[config.mk]
export PLATFORM = sky130hd
export DESIGN_NAME = dmem_arbiter
export DESIGN_NICKNAME = d
export VERILOG_FILES = /design/src/rtl/dmem_arb_pkg.sv /design/src/rtl/dmem_arbiter.sv
export SDC_FILE = /design/constraint.sdc
export NUM_CORES = 1
export LEC_CHECK = 0
export BUFFER_PORTS_ARGS = -buffer_cell sky130_fd_sc_hd__buf_2
export CAP_MARGIN = 20
export CORE_MARGIN = 2
export CORE_UTILIZATION = 44
export DETAILED_ROUTE_END_ITERATION = 7
export MAX_ROUTING_LAYER = met4
export PLACE_DENSITY = 0.78
export SYNTH_ARGS = -nofsm -noshare
export SYNTH_HDL_FRONTEND = slang
export SYNTH_SLANG_ARGS = --single-unit
[constraint.sdc]
create_clock -name CLK -period 2.13 [get_ports CLK]
set_clock_uncertainty 0.2 [all_clocks]
set_input_delay 0.1065 -clock CLK [delete_from_list [all_inputs] [get_ports CLK]]
set_output_delay 0.1065 -clock CLK [all_outputs]
set_load 0.02 [all_outputs]
[src/rtl/dmem_arb_pkg.sv]
// Shared types and defaults for the data-memory port arbiter.
package dmem_arb_pkg;

    // Arbiter sequencing states.
    typedef enum logic [1:0] {
        IDLE   = 2'd0,
        ACCESS = 2'd1,
        WAIT   = 2'd2,
        ACK    = 2'd3
    } arb_state_t;

    // Requester identity: core load/store unit (A) or loader/DMA engine (B).
    typedef enum logic {
        REQ_A = 1'b0,
        REQ_B = 1'b1
    } req_id_t;

    // First byte address of the 16-bit peripheral region (region 1).
    localparam logic [31:0] DEFAULT_MEM0_LIMIT = 32'd4096;

    // The requester that is not 'id'.
    function automatic req_id_t other_port(input req_id_t id);
        return (id == REQ_A) ? REQ_B : REQ_A;
    endfunction

endpackage

[src/rtl/dmem_arbiter.sv]
// Round-robin arbiter sharing one data-memory port between the core LSU (A)
// and the loader/DMA engine (B), with region-dependent wait states.
// The memory-side bus is driven from registers and is forced to zero
// whenever no access is in flight.
module dmem_arbiter
    import dmem_arb_pkg::*;
#(
    parameter logic [31:0] MEM0_LIMIT = DEFAULT_MEM0_LIMIT,
    parameter int unsigned MEM1_WAIT  = 32'd2
) (
    input  logic        CLK,
    input  logic        RESET_N,
    input  logic        a_req,
    input  logic        a_rw,
    input  logic [31:0] a_addr,
    input  logic [31:0] a_wdata,
    output logic        a_ack,
    output logic [31:0] a_rdata,
    input  logic        b_req,
    input  logic        b_rw,
    input  logic [31:0] b_addr,
    input  logic [31:0] b_wdata,
    output logic        b_ack,
    output logic [31:0] b_rdata,
    output logic        m_valid,
    output logic [31:0] m_addr,
    output logic [31:0] m_wdata,
    output logic        m_rw,
    input  logic [31:0] m_rdata,
    output logic        busy
);

    // Wait counter is wide enough for MEM1_WAIT and never narrower than 1 bit.
    localparam int unsigned      CNT_W    = (MEM1_WAIT > 32'd0) ? $clog2(MEM1_WAIT + 32'd1) : 32'd1;
    localparam logic [CNT_W-1:0] CNT_LOAD = CNT_W'(MEM1_WAIT);
    localparam logic [CNT_W-1:0] CNT_ONE  = CNT_W'(32'd1);
    localparam logic [CNT_W-1:0] CNT_ZERO = CNT_W'(32'd0);

    arb_state_t       state_q;
    req_id_t          last_grant_q;
    req_id_t          winner_q;
    logic [CNT_W-1:0] cnt_q;
    logic             m_valid_q;
    logic [31:0]      m_addr_q;
    logic [31:0]      m_wdata_q;
    logic             m_rw_q;
    logic             a_ack_q;
    logic             b_ack_q;
    logic [31:0]      a_rdata_q;
    logic [31:0]      b_rdata_q;
    logic             busy_q;

    logic             sel_valid_s;
    req_id_t          sel_id_s;
    logic             sel_rw_s;
    logic [31:0]      sel_addr_s;
    logic [31:0]      sel_wdata_s;
    logic             need_wait_s;
    logic             last_access_s;

    // The latched address is held on m_addr_q for the whole access, so the
    // region decision can be taken straight from it.
    assign need_wait_s   = (m_addr_q >= MEM0_LIMIT) && (CNT_LOAD != CNT_ZERO);
    assign last_access_s = ((state_q == ACCESS) && !need_wait_s) ||
                           ((state_q == WAIT) && (cnt_q == CNT_ONE));

    // Decide which port (if any) starts an access at the next edge.
    always_comb begin
        sel_valid_s = 1'b0;
        sel_id_s    = REQ_A;
        case (state_q)
            IDLE: begin
                if (a_req && b_req) begin
                    sel_valid_s = 1'b1;
                    sel_id_s    = other_port(last_grant_q);
                end else if (a_req) begin
                    sel_valid_s = 1'b1;
                    sel_id_s    = REQ_A;
                end else if (b_req) begin
                    sel_valid_s = 1'b1;
                    sel_id_s    = REQ_B;
                end else begin
                    sel_valid_s = 1'b0;
                    sel_id_s    = REQ_A;
                end
            end
            ACK: begin
                // The winner's payload is stale here; only the loser may chain.
                sel_id_s    = other_port(winner_q);
                sel_valid_s = (winner_q == REQ_A) ? b_req : a_req;
            end
            default: begin
                sel_valid_s = 1'b0;
                sel_id_s    = REQ_A;
            end
        endcase
    end

    // Payload mux for the selected port.
    always_comb begin
        sel_rw_s    = 1'b0;
        sel_addr_s  = 32'd0;
        sel_wdata_s = 32'd0;
        if (sel_id_s == REQ_B) begin
            sel_rw_s    = b_rw;
            sel_addr_s  = b_addr;
            sel_wdata_s = b_wdata;
        end else begin
            sel_rw_s    = a_rw;
            sel_addr_s  = a_addr;
            sel_wdata_s = a_wdata;
        end
    end

    // Arbitration FSM, wait-state counter and all registered outputs.
    always_ff @(posedge CLK or negedge RESET_N) begin
        if (!RESET_N) begin
            state_q      <= IDLE;
            last_grant_q <= REQ_B;
            winner_q     <= REQ_A;
            cnt_q        <= CNT_ZERO;
            m_valid_q    <= 1'b0;
            m_addr_q     <= 32'd0;
            m_wdata_q    <= 32'd0;
            m_rw_q       <= 1'b0;
            a_ack_q      <= 1'b0;
            b_ack_q      <= 1'b0;
            a_rdata_q    <= 32'd0;
            b_rdata_q    <= 32'd0;
            busy_q       <= 1'b0;
        end else begin
            a_ack_q <= 1'b0;
            b_ack_q <= 1'b0;
            case (state_q)
                IDLE, ACK: begin
                    if (sel_valid_s) begin
                        state_q   <= ACCESS;
                        winner_q  <= sel_id_s;
                        m_valid_q <= 1'b1;
                        m_addr_q  <= sel_addr_s;
                        m_wdata_q <= sel_wdata_s;
                        m_rw_q    <= sel_rw_s;
                        busy_q    <= 1'b1;
                    end else begin
                        state_q <= IDLE;
                        busy_q  <= 1'b0;
                    end
                end
                ACCESS, WAIT: begin
                    if (last_access_s) begin
                        state_q      <= ACK;
                        cnt_q        <= CNT_ZERO;
                        last_grant_q <= winner_q;
                        m_valid_q    <= 1'b0;
                        m_addr_q     <= 32'd0;
                        m_wdata_q    <= 32'd0;
                        m_rw_q       <= 1'b0;
                        if (winner_q == REQ_A) begin
                            a_ack_q <= 1'b1;
                        end else begin
                            b_ack_q <= 1'b1;
                        end
                        // Read data is captured on the edge closing the access.
                        if (!m_rw_q) begin
                            if (winner_q == REQ_A) begin
                                a_rdata_q <= m_rdata;
                            end else begin
                                b_rdata_q <= m_rdata;
                            end
                        end
                    end else if (state_q == ACCESS) begin
                        state_q <= WAIT;
                        cnt_q   <= CNT_LOAD;
                    end else begin
                        cnt_q <= cnt_q - CNT_ONE;
                    end
                end
                default: begin
                    state_q   <= IDLE;
                    cnt_q     <= CNT_ZERO;
                    m_valid_q <= 1'b0;
                    m_addr_q  <= 32'd0;
                    m_wdata_q <= 32'd0;
                    m_rw_q    <= 1'b0;
                    busy_q    <= 1'b0;
                end
            endcase
        end
    end

    assign a_ack   = a_ack_q;
    assign b_ack   = b_ack_q;
    assign a_rdata = a_rdata_q;
    assign b_rdata = b_rdata_q;
    assign m_valid = m_valid_q;
    assign m_addr  = m_addr_q;
    assign m_wdata = m_wdata_q;
    assign m_rw    = m_rw_q;
    assign busy    = busy_q;

endmodule

==> flow_summary.json <==
{
  "status": "finished with violations",
  "violations": "negative setup slack",
  "hold_slack_ns": 0.1206,
  "postPlaceCellArea_sq_mm": 0.009176,
  "drt_first_pass_iters": 5,
  "portBuffers": 298,
  "dieArea_sq_mm": 0.01702,
  "grt_pass1_wl_microns": 40760,
  "setup_viol": 80,
  "final_common_cell": "buf_2",
  "placed_cells_incl_taps": 1128,
  "wl_microns": 29920,
  "cp.arrival_ns": 2.34,
  "yosys-top-cells-area": "dfrtp_1 49%, mux2i_1 18%, a221o_1 9.1%, o211ai_1 4.9%, nor2_1 3.6%",
  "finalWorstSetupSlack_ns": -0.1108,
  "hp-class": "primary input to flop",
  "p_leak_nw": 5.798,
  "route.met3.wl_microns": 2308,
  "grt_max_degree": 51,
  "vdd_drop_max_mv": 0.8874,
  "synth_area_per_cell_sq_um": 11.63,
  "ys_async_sr_fraction_pct": 100.0,
  "synth_top_area_share_pct": 49.08,
  "cts_root_buf": "clkbuf_16",
  "initialDrtViolationCount": 485,
  "grtUsageTotal_pct": 32.29,
  "startpoint_type": "flop",
  "gp_congestion": 0.8408,
  "path_common_cell": "inv_2",
  "fin_cells": 1352,
  "reg2regPathDepth": 8,
  "crit_type": "flop to flop",
  "top_layer": "met4",
  "cp_cell_sequence": "inv_2 > buf_6 > ha_4 > or3b_4 > inv_2 > o211ai_4 > clkbuf_16 > a221o_1",
  "final_cell_mix": "297 x buf_2, 164 x dlygate4sd3_1, 138 x dfrtp_1",
  "cap_violations": 0,
  "post-route-drc-count": 0,
  "fin_nets": 1290,
  "min_period_ns": 2.241,
  "synth_cells": 605,
  "fmax_mhz": 446.3,
  "fin_crit_sh_pct": 105.2,
  "viasPerCell": 5.693,
  "worst_hold_path.endpoint": "m_wdata[31]",
  "die_y_microns": 130.5,
  "whs_path_depth": 5,
  "hold_start": "a_req",
  "die_w_microns": 130.5,
  "total_power_mw": 15.73,
  "reg2reg_to": "a_rdata[1]",
  "nFillCells": 962,
  "rsz0062_at_grt": "true",
  "numCtsBuffers": 17,
  "met1Wirelength_microns": 10820,
  "required_ns": 2.23,
  "cts_buffer_depth": 2,
  "synth-seq-area-share_pct": 49.45,
  "row_count": 46,
  "r2r_start": "state_q[1]",
  "max_slew_margin_pct": 75.92,
  "core_sq_mm": 0.01577,
  "wl_per_cell_microns": 22.13,
  "dp_slack_ns": -0.08223,
  "synth_warnings": 0,
  "power_density_mw_per_mm2": 1306,
  "area_delta_synth_final_pct": 71.25,
  "hold_viol": 0,
  "synth.largest_area_cell": "dfrtp_1",
  "hpwl_microns": 14500,
  "slowest_stage": "or3b_4",
  "final_area_sq_mm": 0.01205,
  "antenna_left": 0,
  "synth_edf_count": 0,
  "synth.ff_latch_count": 139,
  "drv_slew": 0,
  "cts_tree": "yes",
  "cts.clk_slew.worst_paths_ns": 0.06,
  "end_kind": "flop",
  "ys.flop_type": "dfrtp_1",
  "regToRegSetupSlack_ns": -0.11,
  "cp_max_fo": 8,
  "syn_area_sq_mm": 0.007037,
  "synth.distinct_cells": 44,
  "grt_pass1_vias": 7796,
  "route.met2.wl_microns": 14710,
  "layout-drive-gt1-share_pct": 41.08,
  "tightest_slew_ns": 0.3585,
  "start_util_pct": 44.62,
  "syn_nets": 776,
  "dr_total_vias": 7697,
  "htree_levels": 4,
  "cts_sinks": 139,
  "top_level_ports": 299,
  "max_stage_delay_ns": 0.39,
  "overflow": 0,
  "insertion_delay_ns": 0.42,
  "antenna_found_initial": 2
}
-- cell usage after synthesis, drive strengths merged, types with 2 or more instances --
library cell	instances
and2	2
nor3	3
o21ai	3
nor4	3
ha	5
a221o	64
mux2	2
buf	38
inv	6
nor2	67
dfrtp	138
clkbuf	15
dlygate4sd1	3
a21oi	2
nand3	2
a21o	4
nand2	57
o211ai	48
a31o	2
mux2i	130
-- through the flow --
step | util [%] | TNS [ns]
after floorplan | - | 0
after global placement | 58.01 | -14.67
after detailed placement | 58.19 | -3.143
after CTS | 73.05 | -2.540
after global routing | 76.38 | -11.66
final | 76.41 | -4.822
-- area by class of cell --
cell class	instances	area, sq um	share of cell area [%]
inverters	6	22.52	0.1869
diodes	4	10.01	0.08307
repair buffers	550	4278	35.50
clock inverters	11	141.4	1.173
flip-flops and latches	139	3480	28.88
well taps	216	270.3	2.243
multi-input cells	405	3368	27.95
clock buffers	21	480.5	3.987
-- routing by layer --
metal  global-route usage (%)  vias up
met1                    37.08     3688
li1                         -     3308
met5                        -        -
met4                    19.71        0
met3                    6.352      159
met2                    52.51      542
-- kinds of logic after synthesis --
| family | after synthesis | share of synthesized area (%) |
|---|---|---|
| compound gates | 126 | 16.13 |
| fa+ha+maj | 5 | 0.8890 |
| buf+inv | 62 | 5.281 |
| flops | 139 | 49.45 |
| mux | 132 | 18.81 |
| simple gates | 141 | 9.442 |
-- registers in the layout (all words and copies together) (netlist names), 2 cells and up --
name and cells:
state_q 2, a_rdata 32, b_rdata 32, cnt_q 2
m_addr 32, m_wdata 32
-- where the power goes --
part           internal [mW]  switching (mW)  leakage [nW]  total (mW)
Combinational           3.80            4.40          3.74        8.20
Clock                   1.96            1.18         0.301        3.14
Sequential              3.64           0.748          1.76        4.39
-- worst max-delay path: cells and delay by family (launching register included) --
kind | cells | cell delay, ns
buffers and inverters | 4 | 0.47
and+or+nand+nor | 1 | 0.39
DFF | 1 | 0.36
AOI/OAI and AO/OA | 2 | 0.45
adders and majority gates | 1 | 0.26
-- how the worst max path moves through the flow --
stage,start,slack (ns),to
3_5_place_dp,m_addr[31],-0.08,a_rdata[27]
5_1_grt,state_q[1],-0.18,a_rdata[18]
4_1_cts,state_q[1],-0.08,a_rdata[27]
2_1_floorplan,state_q[1],0.001,b_rdata[0]
3_3_place_gp,state_q[1],-0.43,b_rdata[10]
6_report,state_q[1],-0.11,a_rdata[1]
-- repair_timing --
action | 4_1_cts | 5_1_grt
endpoints found under the setup margin | 93 | 117
pin swaps | 0 | 40
buffers inserted | 1 | 10
hold buffers | 165 | 0
resized for setup | 5 | 48
cloned | 1 | 11
hold endpoints to repair | 267 | 0
(Power assumes the default switching activity.)
